<file path="src/rtl/serial_bit_tx.sv">
// rtl/serial_bit_tx.sv - framed serial bit transmitter with optional even parity
//
// Purpose:
//   Accepts a DATA_W-bit word with a valid/ready handshake and shifts it out
//   on a registered, idle-high line. The frame is a start bit (0), the data
//   bits LSB first, an optional even-parity bit and a stop bit (1). Each bit
//   is held for CLKS_PER_BIT clock cycles.
//
// Parameters:
//   DATA_W       - payload bits per frame (1..32)
//   CLKS_PER_BIT - clock cycles per serial bit (>= 1)
//   PARITY_EN    - 1 inserts an even-parity bit, 0 omits it
//
// Ports:
//   clk       in   clock, all state updates on the rising edge
//   reset     in   synchronous active-high reset
//   data_in   in   payload word, latched on the accepting edge
//   valid_in  in   producer has a word on data_in
//   ready_out out  block can accept a word (IDLE and not in reset)
//   d_out     out  registered serial line, idle high
//   busy      out  high while a frame is on the line
//   done      out  one-cycle pulse in the first IDLE cycle after a frame
module serial_bit_tx #(
   parameter int DATA_W       = 8,
   parameter int CLKS_PER_BIT = 4,
   parameter int PARITY_EN    = 1
) (
   input  logic              clk,
   input  logic              reset,
   input  logic [DATA_W-1:0] data_in,
   input  logic              valid_in,
   output logic              ready_out,
   output logic              d_out,
   output logic              busy,
   output logic              done
);

   localparam int CNT_W = (CLKS_PER_BIT > 1) ? $clog2(CLKS_PER_BIT) : 1;
   localparam int IDX_W = (DATA_W > 1) ? $clog2(DATA_W) : 1;

   typedef enum logic [2:0] {
      IDLE   = 3'd0,
      START  = 3'd1,
      DATA   = 3'd2,
      PARITY = 3'd3,
      STOP   = 3'd4
   } state_t;

   state_t            r_state;
   logic [CNT_W-1:0]  r_cnt;
   logic [IDX_W-1:0]  r_idx;
   logic [DATA_W-1:0] r_shift;
   logic              r_parity;
   logic              r_dout;
   logic              r_done;

   state_t            w_state_nx;
   logic [CNT_W-1:0]  w_cnt_nx;
   logic [IDX_W-1:0]  w_idx_nx;
   logic [DATA_W-1:0] w_shift_nx;
   logic              w_parity_nx;
   logic              w_dout_nx;
   logic              w_done_nx;
   logic              w_ready;
   logic              w_bit_end;

   assign w_ready   = (r_state == IDLE) && !reset;
   assign w_bit_end = (r_cnt == CNT_W'(CLKS_PER_BIT - 1));

   assign ready_out = w_ready;
   assign d_out     = r_dout;
   assign busy      = (r_state != IDLE);
   assign done      = r_done;

   always_comb begin
      w_state_nx  = r_state;
      w_cnt_nx    = w_bit_end ? '0 : r_cnt + CNT_W'(1);
      w_idx_nx    = r_idx;
      w_shift_nx  = r_shift;
      w_parity_nx = r_parity;
      w_done_nx   = 1'b0;

      case (r_state)
         IDLE: begin
            // Bit-period counter is parked at 0 so START gets a full period.
            w_cnt_nx = '0;
            w_idx_nx = '0;
            if (valid_in && w_ready) begin
               w_state_nx  = START;
               w_shift_nx  = data_in;
               w_parity_nx = ^data_in;
            end
         end
         START: begin
            if (w_bit_end) begin
               w_state_nx = DATA;
               w_idx_nx   = '0;
            end
         end
         DATA: begin
            if (w_bit_end) begin
               if (r_idx == IDX_W'(DATA_W - 1)) begin
                  w_state_nx = (PARITY_EN != 0) ? PARITY : STOP;
               end else begin
                  // Next data bit moves into position 0 of the shifter.
                  w_idx_nx   = r_idx + IDX_W'(1);
                  w_shift_nx = r_shift >> 1;
               end
            end
         end
         PARITY: begin
            if (w_bit_end) begin
               w_state_nx = STOP;
            end
         end
         STOP: begin
            if (w_bit_end) begin
               w_state_nx = IDLE;
               w_done_nx  = 1'b1;
            end
         end
         default: begin
            w_state_nx = IDLE;
         end
      endcase

      // The line register is loaded from the next state so the start bit
      // appears in the very first cycle after the accepting edge.
      case (w_state_nx)
         START:   w_dout_nx = 1'b0;
         DATA:    w_dout_nx = w_shift_nx[0];
         PARITY:  w_dout_nx = w_parity_nx;
         default: w_dout_nx = 1'b1;
      endcase
   end

   always_ff @(posedge clk) begin
      if (reset) begin
         r_state  <= IDLE;
         r_cnt    <= '0;
         r_idx    <= '0;
         r_shift  <= '0;
         r_parity <= 1'b0;
         r_dout   <= 1'b1;
         r_done   <= 1'b0;
      end else begin
         r_state  <= w_state_nx;
         r_cnt    <= w_cnt_nx;
         r_idx    <= w_idx_nx;
         r_shift  <= w_shift_nx;
         r_parity <= w_parity_nx;
         r_dout   <= w_dout_nx;
         r_done   <= w_done_nx;
      end
   end

endmodule

</file>
<file path="config.mk">
export PLATFORM = sky130hd
export DESIGN_NAME = serial_bit_tx
export DESIGN_NICKNAME = d
export VERILOG_FILES = /design/src/rtl/serial_bit_tx.sv
export SDC_FILE = /design/constraint.sdc
export NUM_CORES = 1
export LEC_CHECK = 0
export ABC_AREA = 0
export CAP_MARGIN = 15
export CORE_UTILIZATION = 31
export CTS_CLUSTER_SIZE = 20
export DETAILED_ROUTE_END_ITERATION = 8
export PLACE_DENSITY = 0.5
export SYNTH_ARGS = -nofsm -noshare
export SYNTH_HDL_FRONTEND = slang
export SYNTH_SLANG_ARGS = --single-unit
</file>
<file path="constraint.sdc">
create_clock -name clk -period 2.5 [get_ports clk]
set_input_delay 0.625 -clock clk [delete_from_list [all_inputs] [get_ports clk]]
set_output_delay 0.625 -clock clk [all_outputs]
set_load 0.05 [all_outputs]
</file>
# == After elaboration in Yosys (flattened, before gate mapping) ==
# Cells that the tools add are included.
# classes
addsub,2
n_eq_ne,13
muxes,19
bitwise_logic,1
n_reduce_logical,12
# op_table
cell,count
$mux W3,9
$mux W8,3
$pmux W8 S2,1
$pmux W3 S5,1
$eq A3 B2 Y1 const B,4
$pmux W3 S3,1
$reduce_and A4 Y1,2
$reduce_xor A8 Y1,1
$eq A3 B1 Y1 const B,2
$eq A3 B3 Y1 const B,2
$ne A2 B2 Y1 const B,3
$reduce_bool A3 Y1,2
$add A3 B1 Y3 const B,1
$logic_not A3 Y1,1
$mux W1,3
$pmux W1 S3,1
$reduce_or A3 Y1,1
$add A2 B1 Y2 const B,1
$eq A2 B2 Y1 const B,1
$logic_and A1 B1 Y1,2
$ne A2 B1 Y1 const B,1
$reduce_bool A2 Y1,1
$reduce_or A2 Y1,1
$logic_not A1 Y1,1
$not A1 Y1,1
# word_totals
register_bits,19
in_bits,11
out_inout_bits,4
word_cells,55

# == Logic depth before layout (Yosys ltp) ==
# depth
depth_word,7
mapped_depth,7
mapped_depth_nobuf,6

# == Least setup slack after synthesis ==
# OpenSTA, ideal clock, no wires.
# synth_path
kind,input -> output
from,input port reset
to,output port ready_out
arrival_ns,1.693
setup_slack_ns,0.182
cell_stages,3
cell_sequence,clkbuf_1 clkbuf_1 nor2_1
# synth_between
elab_chain_len,2
# synth_lines
item,line,rtl
start: declaration,29,"input logic reset,"
$logic_not A1 Y1,67,assign w_ready = (r_state == IDLE) && !reset;
$logic_and A1 B1 Y1,67,
end: declaration,32,"output logic ready_out,"
# No other way between the ends.

# == Worst setup path in the final report ==
# layout_path
from,register r_state[0]
to,output port ready_out
# layout_between
elab_chain_len,2
# layout_lines
item,line,rtl
start: declaration,49,state_t r_state;
start signal: assignment,147,r_state <= w_state_nx;
$logic_not A3 Y1,67,
$logic_and A1 B1 Y1,67,
# No other way between the ends.

==> results.cfg <==
[outcome]
status = complete, no violations

[sta]
totalNegativeSetupSlack_ps = 0
slew-limit-headroom_pct = 67.4
final_hold_viol_count = 0
timing_max_transition_violations_final = 0
rsz0062_at_grt = false
final_setup_violation_count = 0
max_clock_freq_ghz = 0.462
whs_ps = 434
finalCritPeriodShare_pct = 86.5
timing.final.ws_setup_ps = 338
worst_clock_skew_ps = 3.02
fin_crit_ps = 2160
tightest_slew_ps = 488

[clocking]
tritoncts_clock_tree = done
cts_max_path_buffers = 2
ctsResizeCount = 0
post_cts_hold_buffer_count = 0
clk_pin_slew_worst_paths_ps = 110
cts_setup_buffers = 0
cts_buffers = 3
clock_tree.root_cell = sky130_fd_sc_hd__clkbuf_4
clock_sinks = 19
h-tree-depth = 1
worst_skew_late_latency_ps = 290

[finish]
flow.area_growth_from_synthesis_pct = 19.6
final_layout_size_suffix_gt1_share_pct = 10.5
fill_cells = 315
mostFrequentLayoutCells = sky130_fd_sc_hd__dfxtp_1, sky130_fd_sc_hd__clkdlybuf4s50_1, sky130_fd_sc_hd__nand2_1, sky130_fd_sc_hd__a21oi_1, sky130_fd_sc_hd__a22oi_1
layout.cells.most_common = sky130_fd_sc_hd__dfxtp_1
nets = 139
layoutNonFillerInstCount = 168
finish.instance_area_um2 = 1210
antenna_cells = 0

[global_routing]
grtUsageMet3_pct = 1.97
grt_util_all_layers_pct = 12.9
grt_pass1_vias = 806
maximum_number_of_pins_on_one_net_before_global_route_repair = 20
grt.busiest_layer = met2
overflow = 0
grt_first_pass_wirelength_um = 3360
grt.met1_usage_pct = 16.3
grt_antenna_before_repair = 0
grt.met2_usage_pct = 21.4

[detailed_routing]
routedWlPerCell_um = 11.8
route.vias.total = 810
avgViaCountPerCell = 4.82
dr.first_iter.drc_count = 13
detail_route.drc_violations = 0
antenna_violating_nets_post_route = 0
wl_um = 1990
firstDrtPassIters = 4

[place]
routabilityCongestion = 0.695
post-dp-hpwl_um = 1480
placement.setup.worst_slack_ps = 351
postPlaceCellArea_um2 = 1180
cell_total_after_placement = 164
place.port_buffers = 14

[logic_synthesis]
synth_enable_flop_cells = 0
yosysTopAreaCell = sky130_fd_sc_hd__dfxtp_1
synthesis.yosys.warnings = 0
synth-seq-area-share_pct = 37.6
syn_nets = 124
netlist_instances = 110
syn_area_um2 = 1010
netlist-cell-type-count = 38
post_synth.cell_area_avg_um2 = 9.19
post-synth-top-area-fraction_pct = 37.6
yosys_most_used_dff = sky130_fd_sc_hd__dfxtp_1
synth_top_cells_by_area = sky130_fd_sc_hd__dfxtp_1, sky130_fd_sc_hd__xnor2_1, sky130_fd_sc_hd__a22oi_1
ys_seq_elements = 19
async_set_reset_flop_share_out_of_synthesis_pct = 0

[pwr]
pwr_density_cell_nw_per_um2 = 484
irDropWorstVdd_mv = 0.203
cellLeakagePower_nw = 0.445

[hold_path]
timing.hold.worst.start = r_cnt[0]
hold_path_depth = 1
holdCritPathClass = register to register
hold_path_end = r_cnt[0]

[floorplan]
std_cell_rows = 20
die_w_um = 59.1
floorplan.initialDensity_pct = 32.8
boundaryPins = 15
placeable_area_um2 = 3080
fp.dieArea_um2 = 3490
die_height_um = 59.1

[worst_setup_path]
worst-r2r-cell-count = 6
crit_path_cell_trace = nor3_4, inv_4, nor2_1, buf_12
cp_data_arrival_time_ps = 1540
r2r_setup_slack_ps = 730
critical_path.startpoint_type = register
slowest_cell_delay_on_critical_path_ps = 450
regToRegEndpoint = r_shift[1]
cp.required_ps = 1880
timing_worst_setup_path_type = register to output port
worst_r2r_startpoint = r_idx[0]
critical_path.n_buffers_inverters = 2
path_delay_family = simple AND/OR/NAND/NOR gates
path_max_fanout = 9
slowest_stage = sky130_fd_sc_hd__dfxtp_1
worst_setup_path_end_kind = output port

[flow_run]
max_cap_violations = 0
==> power by group <==
part | leakage (nW) | switching, mW | total, mW | internal (mW)
combinational | 0.276 | 0.0553 | 0.108 | 0.0532
sequential | 0.155 | 0.00837 | 0.322 | 0.314
clock | 0.0150 | 0.0925 | 0.155 | 0.0620
total | 0.445 | 0.156 | 0.585 | 0.429
==> layer usage <==
| layer | vias to the layer above | wire length [um] |
|---|---|---|
| met5 | - | 0 |
| met1 | 379 | 974 |
| li1 | 414 | - |
| met2 | 15 | 931 |
| met3 | 2 | 67 |
| met4 | 0 | 13 |
==> registers in the layout, indices dropped and copies added, names as in the netlist <==
register  cells
d_out         1
done          1
r_cnt         2
r_idx         3
r_parity      1
r_shift       8
r_state       3
==> kinds of logic (layout without fill, tap and decap cells) <==
family | after synthesis | in the layout | share of synthesized area (%)
xor gates and xnor gates | 8 | 8 | 6.93
DFF | 19 | 19 | 37.6
buffers and inverters | 10 | 24 | 6.68
and+or+nand+nor | 42 | 42 | 26.2
adders and majority gates | 3 | 3 | 3.71
AOI/OAI and AO/OA | 28 | 28 | 18.8
==> cell usage after synthesis (2+ instances only) <==
cell and count:
sky130_fd_sc_hd__o211a_1 2, sky130_fd_sc_hd__nand2b_1 4, sky130_fd_sc_hd__xnor2_1 7, sky130_fd_sc_hd__nor3_1 2, sky130_fd_sc_hd__inv_1 2, sky130_fd_sc_hd__nand2_1 10
sky130_fd_sc_hd__a21oi_1 10, sky130_fd_sc_hd__o21ai_0 3, sky130_fd_sc_hd__nor2_1 7, sky130_fd_sc_hd__nand3_1 3, sky130_fd_sc_hd__dfxtp_1 19, sky130_fd_sc_hd__a22oi_1 8
sky130_fd_sc_hd__nor2b_1 2, sky130_fd_sc_hd__buf_6 3, sky130_fd_sc_hd__nand3b_1 2, sky130_fd_sc_hd__clkbuf_1 2, sky130_fd_sc_hd__ha_1 3
==> worst max path at each step <==
stage | end | start | slack (ps) | cells after the start
3_3_place_gp | d_out | reset | 410 | 6
4_1_cts | ready_out | r_state[0] | 310 | 4
6_report | ready_out | r_state[0] | 340 | 4
2_1_floorplan | ready_out | reset | 180 | 3
3_5_place_dp | d_out | reset | 350 | 6
5_1_grt | ready_out | r_state[0] | 220 | 4
==> worst register-to-register path, cell delays in order (launching register included) <==
cell,delay (ps)
sky130_fd_sc_hd__dfxtp_1,340
sky130_fd_sc_hd__ha_1,210
sky130_fd_sc_hd__ha_1,250
sky130_fd_sc_hd__nor2b_1,220
sky130_fd_sc_hd__and2_0,400
sky130_fd_sc_hd__a22oi_1,160
sky130_fd_sc_hd__a21oi_1,140
==> metrics by stage <==
| step | util, % | power (mW) |
|---|---|---|
| floorplan | - | 0.399 |
| global placement | 38.4 | 0.438 |
| detailed placement | 38.4 | 0.439 |
| CTS | 39.3 | 0.596 |
| global route | 39.3 | 0.619 |
| finish | 39.3 | 0.585 |
==> area by class of cell <==
class                   count  area [um2]  share of cell area [%]
repair buffers             17         170                    14.1
clock buffers               4        26.3                    2.17
flip-flops and latches     19         380                    31.5
multi-input cells          81         563                    46.6
well taps                  44        55.1                    4.55
inverters                   3        13.8                    1.14
Note: power is estimated with default switching activity, not from simulation.
